**config.mk**
```make
export PLATFORM = sky130hd
export DESIGN_NAME = da_stdp_reward_synapse_flat
export DESIGN_NICKNAME = d
export VERILOG_FILES = /design/src/rtl/da_stdp_reward_synapse_if.sv /design/src/rtl/da_stdp_reward_synapse.sv /design/src/flat_wrapper.sv
export SDC_FILE = /design/constraint.sdc
export NUM_CORES = 1
export LEC_CHECK = 0
export ABC_AREA = 1
export BUFFER_PORTS_ARGS = -buffer_cell sky130_fd_sc_hd__buf_4
export CORE_ASPECT_RATIO = 1.2
export CORE_MARGIN = 2
export CORE_UTILIZATION = 35
export CTS_BUF_LIST = sky130_fd_sc_hd__clkbuf_8
export DETAILED_ROUTE_END_ITERATION = 6
export HOLD_SLACK_MARGIN = 0.02
export PLACE_DENSITY_LB_ADDON = 0.08
export SYNTH_ARGS = -nofsm -noshare
export SYNTH_HDL_FRONTEND = slang
export SYNTH_SLANG_ARGS = --single-unit
```
**constraint.sdc**
```tcl
create_clock -name clk -period 2.5 [get_ports clk]
set_input_delay 0.375 -clock clk [delete_from_list [all_inputs] [get_ports clk]]
set_output_delay 0.375 -clock clk [all_outputs]
set_load 0.02 [all_outputs]
```
**src/rtl/da_stdp_reward_synapse_if.sv**
```systemverilog
// da_stdp_reward_synapse_if: spike/reward inputs and synapse outputs between driver and synapse
interface da_stdp_reward_synapse_if;
  logic pre_spike, post_spike, reward, prediction;
  logic [1:0] dopamine_level;
  logic [7:0] weighted_current, weight;
  modport master(output pre_spike, post_spike, reward,
                 input dopamine_level, prediction, weighted_current, weight);
  modport slave(input pre_spike, post_spike, reward,
                output dopamine_level, prediction, weighted_current, weight);
endinterface

```
**src/rtl/da_stdp_reward_synapse.sv**
```systemverilog
// da_stdp_reward_synapse: trace-based STDP synapse whose LTP/LTD steps are scaled by a reward-predicted dopamine level
module da_stdp_reward_synapse #(
  parameter logic [3:0] PREDICT_THRESH = 4'd4,
  parameter logic [7:0] INIT_WEIGHT = 8'd10,
  parameter logic [7:0] LTP_STEP = 8'd3,
  parameter logic [7:0] LTD_STEP = 8'd1,
  parameter logic [3:0] TRACE_DECAY = 4'd8
) (
  input logic clk,
  input logic rst_n,
  da_stdp_reward_synapse_if.slave bus
);
  logic [3:0] cnt_q, cnt_d, pre_tr_q, pre_tr_d, post_tr_q, post_tr_d;
  logic pred_q, pred_d, ltp, ltd;
  logic [7:0] weight_q, weight_d;
  logic [1:0] da;
  logic [9:0] ltp_eff, ltd_eff, sum;
  always_comb begin
    cnt_d = bus.reward ? cnt_q + {3'd0, cnt_q != 4'd15} : cnt_q - {3'd0, cnt_q != 4'd0};
    pred_d = cnt_d >= PREDICT_THRESH;
    da = bus.reward ? (pred_q ? 2'b01 : 2'b11) : (pred_q ? 2'b00 : 2'b01);
    ltp_eff = da == 2'b11 ? 10'(LTP_STEP) * 10'd3 :
              da == 2'b10 ? {1'b0, LTP_STEP, 1'b0} :
              da == 2'b01 ? {2'b00, LTP_STEP} : {3'b000, LTP_STEP[7:1]};
    ltd_eff = da == 2'b00 ? {1'b0, LTD_STEP, 1'b0} : {2'b00, LTD_STEP};
    pre_tr_d = bus.pre_spike ? TRACE_DECAY : pre_tr_q - {3'd0, pre_tr_q != 4'd0};
    post_tr_d = bus.post_spike ? TRACE_DECAY : post_tr_q - {3'd0, post_tr_q != 4'd0};
    // traces sampled before the edge, so a coincident pre/post pair never updates the weight
    ltp = bus.post_spike & ~bus.pre_spike & (pre_tr_q != 4'd0);
    ltd = bus.pre_spike & ~bus.post_spike & (post_tr_q != 4'd0);
    sum = {2'b00, weight_q} + ltp_eff;
    weight_d = ltp ? (sum > 10'd255 ? 8'hFF : sum[7:0]) :
               ltd ? (ltd_eff > {2'b00, weight_q} ? 8'h00 : weight_q - ltd_eff[7:0]) : weight_q;
  end
  always_ff @(posedge clk or negedge rst_n) begin
    if (!rst_n) begin
      cnt_q <= '0;
      pred_q <= 1'b0;
      pre_tr_q <= '0;
      post_tr_q <= '0;
      weight_q <= INIT_WEIGHT;
    end else begin
      cnt_q <= cnt_d;
      pred_q <= pred_d;
      pre_tr_q <= pre_tr_d;
      post_tr_q <= post_tr_d;
      weight_q <= weight_d;
    end
  end
  assign bus.dopamine_level = da;
  assign bus.prediction = pred_q;
  assign bus.weight = weight_q;
  assign bus.weighted_current = bus.pre_spike ? weight_q : 8'd0;
endmodule

```
**src/flat_wrapper.sv**
```systemverilog
// flat-port wrapper written by rule: the top's interface ports become plain ports
module da_stdp_reward_synapse_flat 
#(
  parameter logic [3:0] PREDICT_THRESH = 4'd4,
  parameter logic [7:0] INIT_WEIGHT = 8'd10,
  parameter logic [7:0] LTP_STEP = 8'd3,
  parameter logic [7:0] LTD_STEP = 8'd1,
  parameter logic [3:0] TRACE_DECAY = 4'd8
)
  (clk, rst_n, bus_pre_spike, bus_post_spike, bus_reward, bus_dopamine_level, bus_prediction, bus_weighted_current, bus_weight);
  da_stdp_reward_synapse_if bus_i ();
  input logic clk;
  input logic rst_n;
  input wire logic [$bits(bus_i.pre_spike)-1:0] bus_pre_spike;
  input wire logic [$bits(bus_i.post_spike)-1:0] bus_post_spike;
  input wire logic [$bits(bus_i.reward)-1:0] bus_reward;
  output wire logic [$bits(bus_i.dopamine_level)-1:0] bus_dopamine_level;
  output wire logic [$bits(bus_i.prediction)-1:0] bus_prediction;
  output wire logic [$bits(bus_i.weighted_current)-1:0] bus_weighted_current;
  output wire logic [$bits(bus_i.weight)-1:0] bus_weight;
  assign bus_i.pre_spike = bus_pre_spike;
  assign bus_i.post_spike = bus_post_spike;
  assign bus_i.reward = bus_reward;
  assign bus_dopamine_level = bus_i.dopamine_level;
  assign bus_prediction = bus_i.prediction;
  assign bus_weighted_current = bus_i.weighted_current;
  assign bus_weight = bus_i.weight;
  da_stdp_reward_synapse #(.PREDICT_THRESH(PREDICT_THRESH), .INIT_WEIGHT(INIT_WEIGHT), .LTP_STEP(LTP_STEP), .LTD_STEP(LTD_STEP), .TRACE_DECAY(TRACE_DECAY)) u_core (.clk(clk), .rst_n(rst_n), .bus(bus_i));
endmodule
```
==> flow_metrics.tcl, run 1 <==
set metrics [dict create \
    nets 280 \
    grt_max_degree 22 \
    synth_top_area_cell "dfrtp_1" \
    wl_per_cell_um 12.2 \
    vias 1431 \
    period_minus_slack_ns 2.12 \
    finalWirelength_um 3780 \
    dp_hpwl_um 2980 \
    synthTopCellsByCount "54 x nand2_1, 38 x inv_1, 24 x nor2_1" \
    holdWs_ns 0.313 \
    rsz0062_at_grt "no" \
    vias_per_cell 4.60 \
    post_cts_buffers 0 \
    fp.dieH_um 80.5 \
    fin_crit_sh_pct 84.8 \
    cts_sinks 21 \
    worstPathCellList "inv_1, ha_1, nand2_1, ha_1, fa_1, nand3_1, nand2_2, nand2_1, nor2_1, o21ai_0, o211ai_1" \
    drcViolationCount 0 \
    rows 27 \
    vdd_ir_drop_max_v 0.000490 \
    cts_max_path_buffers 2 \
    fmax_mhz 472 \
    final.setup.tns_ns 0 \
    crit_arrival_ns 2.27 \
    clock_skew_ns 0.00394 \
    clock_latency_ns 0.27 \
    async_reset_ff_share_pct 100 \
    outcome "finished, final reports clean" \
    yosysWarnings 0 \
    ant_nets 0 \
    clk_pin_slew_ns 0.09 \
    slew-limit-headroom_pct 69.0 \
    fin_area_mm2 0.00199 \
    final_util_pct 43.0 \
    crit_family "adder cells" \
    final_max_slew_viol_count 0 \
    synth.yosys.seq_area_share_pct 31.0 \
    cts_tree "built" \
    start_kind "flip-flop" \
    crit_required_ns 2.65 \
    avgSynthCellArea_um2 7.51 \
    gp_congestion 0.793 \
    h-tree-depth 1 \
    grt_pass1_wl_um 6390 \
    worstMarginPinSlew_ns 0.464 \
    num_antenna_cells 0 \
    cts-resized-gates 0 \
    path_class "reg2reg" \
    ys_top_cells_by_area "dfrtp_1 28%, ha_1 13%, nand2_1 12%" \
    setup_viol 0 \
    coreArea_mm2 0.00463 \
    area_delta_synth_final_pct 16.7 \
    slowest_delay_ns 0.41 \
    port_buffers 23 \
    grt_pass1_vias 1403 \
    track_usage_pct 15.6 \
    io-pin-count 24 \
    dieArea_mm2 0.00545 \
    synth_top_area_share_pct 27.9 \
    powerDensity_mw_per_mm2 1260 \
    worstPathBufferInverterCount 1 \
    synth_cells 227 \
    drive_above_1_share_pct 17.8 \
    hold_viol 0 \
    cts_buffers 3 \
    fillers 499 \
    cp_max_fo 4 \
    end_kind "flip-flop" \
    hold_class "in2reg" \
    start_util_pct 36.8 \
    syn-num-nets 253 \
    leakage_nw 1.10 \
    synth.most_common_cell "nand2_1" \
    antenna_found_initial 0 \
    cp_slowest_cell "dfrtp_1" \
    ys.flop_type "dfrtp_1" \
    firstDrtPassIters 4 \
    die_w_um 67.7 \
    synth_area_mm2 0.00171 \
    placed_area_mm2 0.00193 \
    synth_cell_types 28 \
    grt-ovfl-total 0 \
    synth_edf_count 0 \
    ys_ff_latch 21 \
    root_buffer "clkbuf_8" \
    cap_violations 0 \
    drt_iter0_drc 80 \
]
worst register-to-register path, delay by kind of cell, from the launching register on:
kind,cells,cell delay (ns)
flops,1,0.41
simple gates,5,0.43
buf+inv,1,0.08
fa+ha+maj,3,0.81
compound gates,2,0.27
per-layer routing:
layer	routed length (um)	up-vias	part of all wire (%)	track usage, %
met3	125	4	3.3	2.38
met1	1660	644	44	18.8
met2	1960	19	52	27.9
li1	-	764	-	-
met5	0	-	0	0
met4	40	0	1.1	4.90
layout by cell type, fill, tap and decap left out, types with 2 or more instances in the layout:
cell type	netlist	routed
a21oi_1	6	6
buf_4	0	24
clkbuf_8	0	3
dfrtp_1	19	19
dfstp_2	2	2
fa_1	3	3
ha_1	18	18
inv_1	38	38
inv_2	2	2
nand2_1	54	54
nand2_2	7	7
nand3_1	13	13
nand3b_1	3	3
nand4_1	3	3
nor2_1	24	24
nor2_2	2	2
o211ai_1	3	3
o21ai_0	8	8
o21ai_1	3	3
xnor2_1	4	4
xor2_1	5	5
timing repair:
item | 4_1_cts | 5_1_grt
endpoints found under the setup margin | 0 | 0
hold endpoints to repair | 19 | 0
hold buffers | 1 | 0
cell type report:
type / instances / area [um2] / area share [%]
Sequential cell: 21 / 528 / 26.5
Multi-Input combinational cell: 163 / 1000 / 50.3
Clock buffer: 3 / 41.3 / 2.07
Tap cell: 58 / 72.6 / 3.65
Clock inverter: 1 / 7.51 / 0.377
Timing Repair Buffer: 25 / 190 / 9.55
Inverter: 40 / 150 / 7.54
cells by family (layout without fill, tap and decap cells):
logic type               Yosys count  count (layout)  synth area share (%)
adder cells (fa/ha/maj)           21              21                  16.7
AND/OR/NAND/NOR                  110             110                  29.6
XOR/XNOR                           9               9                  4.62
AO/OA/AOI/OAI                     23              23                  7.70
buffers and inverters             43              69                  10.3
flip-flops                        21              21                  31.0
through the flow:
stage          worst slack (ns)  instances  total power, mW
6_report                  0.379        311             2.50
5_1_grt                   0.198        311             2.79
4_1_cts                   0.375        311             2.55
3_5_place_dp              0.204        306             2.29
3_3_place_gp              0.287        306             2.30
2_1_floorplan             0.324        227             1.84
registers in the layout, indices dropped and copies added, names as in the netlist:
register / flops
u_core.bus.weight: 8
u_core.cnt_q: 4
u_core.post_tr_q: 4
u_core.pre_tr_q: 4
u_core.bus.prediction: 1
final timing paths:
kind / start / to / slack [ns] / depth (start not counted)
min in group asynchronous: rst_n / u_core.bus.weight[6]$_DFFE_PN0P_ / 0.53 / 2
max reg2reg: u_core.bus.prediction$_DFF_PN0_ / u_core.bus.weight[0]$_DFFE_PN0P_ / 0.38 / 11
min: bus_post_spike / u_core.post_tr_q[0]$_DFF_PN0_ / 0.31 / 2
max in group asynchronous: rst_n / u_core.bus.weight[3]$_DFFE_PN1P_ / 1.69 / 2
max: u_core.bus.prediction$_DFF_PN0_ / u_core.bus.weight[0]$_DFFE_PN0P_ / 0.38 / 11
min reg2reg: u_core.pre_tr_q[3]$_DFF_PN0_ / u_core.pre_tr_q[3]$_DFF_PN0_ / 0.50 / 1
report_power, final:
| part | leakage (nW) | internal (mW) | switching [mW] |
|---|---|---|---|
| Combinational | 0.831 | 0.651 | 0.897 |
| Sequential | 0.247 | 0.516 | 0.199 |
| Clock | 0.0217 | 0.113 | 0.127 |
| Total | 1.10 | 1.28 | 1.22 |
No activity file was read; power rests on OpenSTA's default activity.
==> inputs of run 2 (changes only) <==
Clock period 2.5 ns to 1.7 ns, I/O delays scaled along.
==> run 2 against run 1 <==
  * The flow now finishes with violations (setup timing)
  * Hold slack worse by 0.11 ns
  * Combinational power is 100% higher
  * Clock-buffer cell count stayed put
  * Clock skew is 0.0025 ns higher
  * Via count is 10% higher
  * First-iteration DRC count is 13% lower
  * Global-route usage is 0.51 points higher
  * Final cell count is 10% higher
  * Sequential share of layout area is 4.6 points lower
  * Critical path type unchanged
  * Critical endpoint is now u_core.bus.weight[2]$_DFFE_PN0P_
==> flow_metrics.tcl, run 2 (same netlist as run 1, synthesis figures left out) <==
set metrics [dict create \
    outcome "complete, but fails checks" \
    violations "setup timing" \
    wl_per_cell_um 11.9 \
    slew-limit-headroom_pct 63.7 \
    start_kind "flip-flop" \
    worstMarginPinSlew_ns 0.545 \
    end_kind "flip-flop" \
    slowest_delay_ns 0.44 \
    dieArea_mm2 0.00545 \
    cp_slowest_cell "dfrtp_2" \
    period_minus_slack_ns 1.90 \
    powerDensity_mw_per_mm2 1870 \
    grt_pass1_vias 1481 \
    root_buffer "clkbuf_8" \
    start_util_pct 36.8 \
    grt_pass1_wl_um 6640 \
    cts_sinks 21 \
    grt-ovfl-total 0 \
    met3_usage_pct 3.08 \
    io-pin-count 24 \
    fp.dieH_um 80.5 \
    gp_congestion 0.750 \
    hold_viol 0 \
    track_usage_pct 16.2 \
    holdWs_ns 0.200 \
    path_class "reg2reg" \
    fillers 465 \
    firstDrtPassIters 4 \
    h-tree-depth 1 \
    largest_reg_flops 8 \
    dp_hpwl_um 3150 \
    final_util_pct 52.2 \
    vdd_ir_drop_max_v 0.000812 \
    leakage_nw 1.28 \
    vias_per_cell 4.61 \
    clk_pin_slew_ns 0.08 \
    drive_above_1_share_pct 40.0 \
    setup_ws_ns -0.204 \
    die_w_um 67.7 \
    drt_iter0_drc 70 \
    hold_class "in2reg" \
    ant_nets 0 \
    crit_required_ns 1.84 \
    setup_viol 9 \
    cts_buffers 3 \
    grt_max_degree 22 \
    crit_arrival_ns 2.05 \
    cts_max_path_buffers 2 \
    cap_violations 0 \
    cp_max_fo 4 \
    met1_usage_pct 19.3 \
    cts_tree "built" \
    busiest_layer "met2" \
    worstPathCellList "inv_2, ha_4, nand2_4, ha_4, fa_2, nand3_2, nand2_4, nand3b_4, a21oi_1, o21ai_1, nand2_1" \
    clock_skew_ns 0.00641 \
    antenna_found_initial 0 \
    clock_latency_ns 0.26 \
    drcViolationCount 0 \
    num_antenna_cells 0 \
    met2_usage_pct 29.4 \
    rsz0062_at_grt "yes" \
    nets 312 \
    fin_crit_sh_pct 112 \
    layout_commonest_cell "buf_4" \
    fmax_mhz 525 \
    layout_common_cells "55 x buf_4, 49 x nand2_1, 30 x inv_1" \
    rows 27 \
    port_buffers 23 \
    area_delta_synth_final_pct 41.7 \
    final_max_slew_viol_count 0 \
    finalWirelength_um 4080 \
    coreArea_mm2 0.00463 \
    final.setup.tns_ns -1.39 \
    vias 1580 \
]
## run 2: cell types whose count changed in the layout (fill, tap and decap cells not counted), sizes merged
cell	delta
buf	+32
clkinvlp	-1
inv	+1
## run 2: path summary, 6_finish.rpt
check / from / to / slack [ns] / cells past startpoint
worst max register to register: u_core.bus.prediction$_DFF_PN0_ / u_core.bus.weight[2]$_DFFE_PN0P_ / -0.20 / 11
worst min-delay path: bus_post_spike / u_core.post_tr_q[2]$_DFF_PN0_ / 0.20 / 2
worst max-delay path: u_core.bus.prediction$_DFF_PN0_ / u_core.bus.weight[2]$_DFFE_PN0P_ / -0.20 / 11
min in group asynchronous: rst_n / u_core.pre_tr_q[2]$_DFF_PN0_ / 0.42 / 2
max in group asynchronous: rst_n / u_core.bus.weight[1]$_DFFE_PN1P_ / 0.99 / 2
worst min register to register: u_core.post_tr_q[3]$_DFF_PN0_ / u_core.post_tr_q[3]$_DFF_PN0_ / 0.49 / 1
## run 2: routing by layer
layer,up-vias,share of wire (%)
met5,-,0
met4,0,0.66
met3,2,3.0
li1,828,-
met1,727,44
met2,23,52
## run 2: through the flow
stage	cell area [um2]	power [mW]	setup WS, ns	cells
2_1_floorplan	1780	2.82	-0.206	227
3_3_place_gp	2200	3.87	-0.207	332
3_5_place_dp	2200	3.88	-0.239	332
4_1_cts	2310	4.34	-0.190	337
5_1_grt	2420	4.97	-0.309	343
6_report	2420	4.51	-0.204	343
## run 2: repair_timing
item	4_1_cts	5_1_grt
buffers inserted	0	6
pin swaps	7	10
cloned	0	0
hold endpoints to repair	19	0
endpoints found under the setup margin	10	10
resized for setup	14	19
hold buffers	1	0
## run 2: cell type report
class | instances | area, um2 | area share [%]
multi-input combinational | 163 | 1180 | 48.9
sequential | 21 | 529 | 21.9
timing repair buffer | 57 | 434 | 18.0
inverter | 40 | 153 | 6.32
tap | 58 | 72.6 | 3.00
clock buffer | 3 | 41.3 | 1.71
clock inverter | 1 | 3.75 | 0.155
## run 2: critical path, delay by kind of cell, from the launching register on
kind                     cells  cell delay [ns]
AO/OA/AOI/OAI                2             0.19
adder cells (fa/ha/maj)      3             0.68
flip-flops                   1             0.44
AND/OR/NAND/NOR              5             0.39
buffers and inverters        1             0.09
## run 2: power by group
group | switching, mW | leakage [nW] | internal (mW)
clock network | 0.161 | 0.0269 | 0.161
logic | 1.64 | 1.01 | 1.53
registers | 0.265 | 0.246 | 0.759
==> inputs of run 3 (changes only) <==
Clock period 1.7 ns to 2.14 ns, I/O delays scaled along.
==> run 3 against run 2 <==
  * The run now ends clean
  * Hold slack better by 0.053 ns
  * Sequential power is 18% lower
  * Worst setup slack better by 0.37 ns
  * Global-route usage down 0.64 points
  * Utilization shrank 8.4 points
  * Combinational power fell by 42%
  * Clock-buffer cell count stayed put
  * First-iteration DRC count down 14%
  * Critical path depth unchanged
  * Routed wire length fell by 9.8%
  * Via count down 6.1%
==> flow_metrics.tcl, run 3 (same netlist as run 1, synthesis figures left out) <==
set metrics [dict create \
    end_kind "flip-flop" \
    root_buffer "clkbuf_8" \
    clock_skew_ns 0.0142 \
    antenna_found_initial 0 \
    crit_required_ns 2.31 \
    drcViolationCount 0 \
    hold_class "in2reg" \
    outcome "finished, final reports clean" \
    ant_nets 0 \
    fin_crit_sh_pct 92.1 \
    num_antenna_cells 0 \
    grt_max_degree 22 \
    track_usage_pct 15.5 \
    final_max_slew_viol_count 0 \
    cts_max_path_buffers 2 \
    worstPathCellList "ha_1, buf_4, inv_2, ha_1, inv_1, fa_2, nor2_1, xor2_1, o21ai_1, nand2_1, nand2_1" \
    cp_slowest_cell "dfrtp_1" \
    vias_per_cell 4.71 \
    gp_congestion 0.759 \
    start_kind "flip-flop" \
    fillers 496 \
    cts_buffers 3 \
    dp_cells 309 \
    leakage_nw 1.12 \
    rows 27 \
    slew-limit-headroom_pct 68.8 \
    clk_pin_slew_ns 0.09 \
    path_class "reg2reg" \
    grt-ovfl-total 0 \
    fmax_mhz 508 \
    area_delta_synth_final_pct 18.8 \
    grt_pass1_wl_um 6360 \
    fin_cells 315 \
    vdd_ir_drop_max_v 0.000538 \
    largest_reg_flops 8 \
    grt_pass1_vias 1459 \
    worstMarginPinSlew_ns 0.467 \
    start_util_pct 36.8 \
    finalWirelength_um 3680 \
    io-pin-count 24 \
    final.setup.tns_ns 0 \
    wl_per_cell_um 11.7 \
    h-tree-depth 1 \
    vias 1483 \
    dp_hpwl_um 2940 \
    port_buffers 23 \
    hold_viol 0 \
    layout_common_cells "54 x nand2_1, 36 x inv_1, 28 x buf_4" \
    clock_latency_ns 0.27 \
    dieArea_mm2 0.00545 \
    fp.dieH_um 80.5 \
    slowest_delay_ns 0.41 \
    die_w_um 67.7 \
    coreArea_mm2 0.00463 \
    rsz0062_at_grt "no" \
    cts_sinks 21 \
    layout_commonest_cell "nand2_1" \
    crit_arrival_ns 2.14 \
    cp_max_fo 3 \
    cts_tree "built" \
    firstDrtPassIters 4 \
    period_minus_slack_ns 1.97 \
    powerDensity_mw_per_mm2 1450 \
    drive_above_1_share_pct 21.0 \
    setup_viol 0 \
    cap_violations 0 \
    nets 284 \
    drt_iter0_drc 60 \
]
run 3: changes by cell type in the layout (fill, tap and decap cells not counted), moves of 4 or more:
cell | before | now
ha_1 | 10 | 17
nor2_1 | 20 | 24
buf_4 | 55 | 28
ha_4 | 7 | 0
o21ai_0 | 2 | 6
inv_2 | 10 | 4
inv_1 | 30 | 36
nand2_1 | 49 | 54
run 3: cell type report:
class / count / area, um2 / area share [%]
multi-input combinational: 163 / 1010 / 49.8
sequential: 21 / 528 / 26.1
timing repair buffer: 29 / 220 / 10.9
inverter: 40 / 150 / 7.41
tap: 58 / 72.6 / 3.58
clock buffer: 3 / 41.3 / 2.04
clock inverter: 1 / 5.00 / 0.247
run 3: per-layer routing:
layer | share of wire, % | global-route usage [%] | up-vias
met5 | 0 | 0 | -
met4 | 1.7 | 3.88 | 0
met3 | 4.4 | 3.22 | 7
met2 | 50 | 28.1 | 30
met1 | 44 | 18.1 | 673
li1 | - | - | 773
run 3: final timing paths:
kind / from / end / slack (ns) / cells after the start
max: u_core.bus.prediction$_DFF_PN0_ / u_core.bus.weight[4]$_DFFE_PN0P_ / 0.17 / 11
min: bus_post_spike / u_core.post_tr_q[2]$_DFF_PN0_ / 0.25 / 2
max reg2reg: u_core.bus.prediction$_DFF_PN0_ / u_core.bus.weight[4]$_DFFE_PN0P_ / 0.17 / 11
min reg2reg: u_core.post_tr_q[3]$_DFF_PN0_ / u_core.post_tr_q[3]$_DFF_PN0_ / 0.50 / 1
max in group asynchronous: rst_n / u_core.bus.weight[1]$_DFFE_PN1P_ / 1.40 / 2
min in group asynchronous: rst_n / u_core.pre_tr_q[1]$_DFF_PN0_ / 0.47 / 2
run 3: critical path: cells and delay by family, from the launching register on:
family / cells / cell delay, ns
DFF: 1 / 0.41
buffers and inverters: 3 / 0.25
AOI/OAI and AO/OA: 1 / 0.07
and+or+nand+nor: 3 / 0.27
adders and majority gates: 3 / 0.74
xor gates and xnor gates: 1 / 0.16
run 3: report_power, final:
| group | switching [mW] | internal (mW) | total [mW] |
|---|---|---|---|
| combinational | 1.05 | 0.793 | 1.84 |
| sequential | 0.235 | 0.603 | 0.837 |
| clock | 0.139 | 0.130 | 0.269 |
| total | 1.42 | 1.53 | 2.95 |
run 3: repair_timing:
action / CTS / global route
setup buffers: 0 / 1
gates resized for setup: 0 / 5
hold buffers: 1 / 0
setup endpoints to repair: 0 / 5
hold endpoints to repair: 19 / 0
run 3: through the flow:
stage | hold slack, ns | utilization, % | setup slack, ns | power (mW) | cell area, um2
after CTS | 0.250 | 43.5 | 0.0479 | 2.97 | 2010
after detailed placement | 0.233 | 42.3 | 0.0323 | 2.69 | 1960
final | 0.254 | 43.8 | 0.170 | 2.95 | 2030
after global placement | 0.236 | 42.3 | 0.0548 | 2.69 | 1960
after global routing | 0.256 | 43.8 | 0.00289 | 3.32 | 2030
after floorplan | 0.0254 | - | 0.0159 | 2.15 | 1710
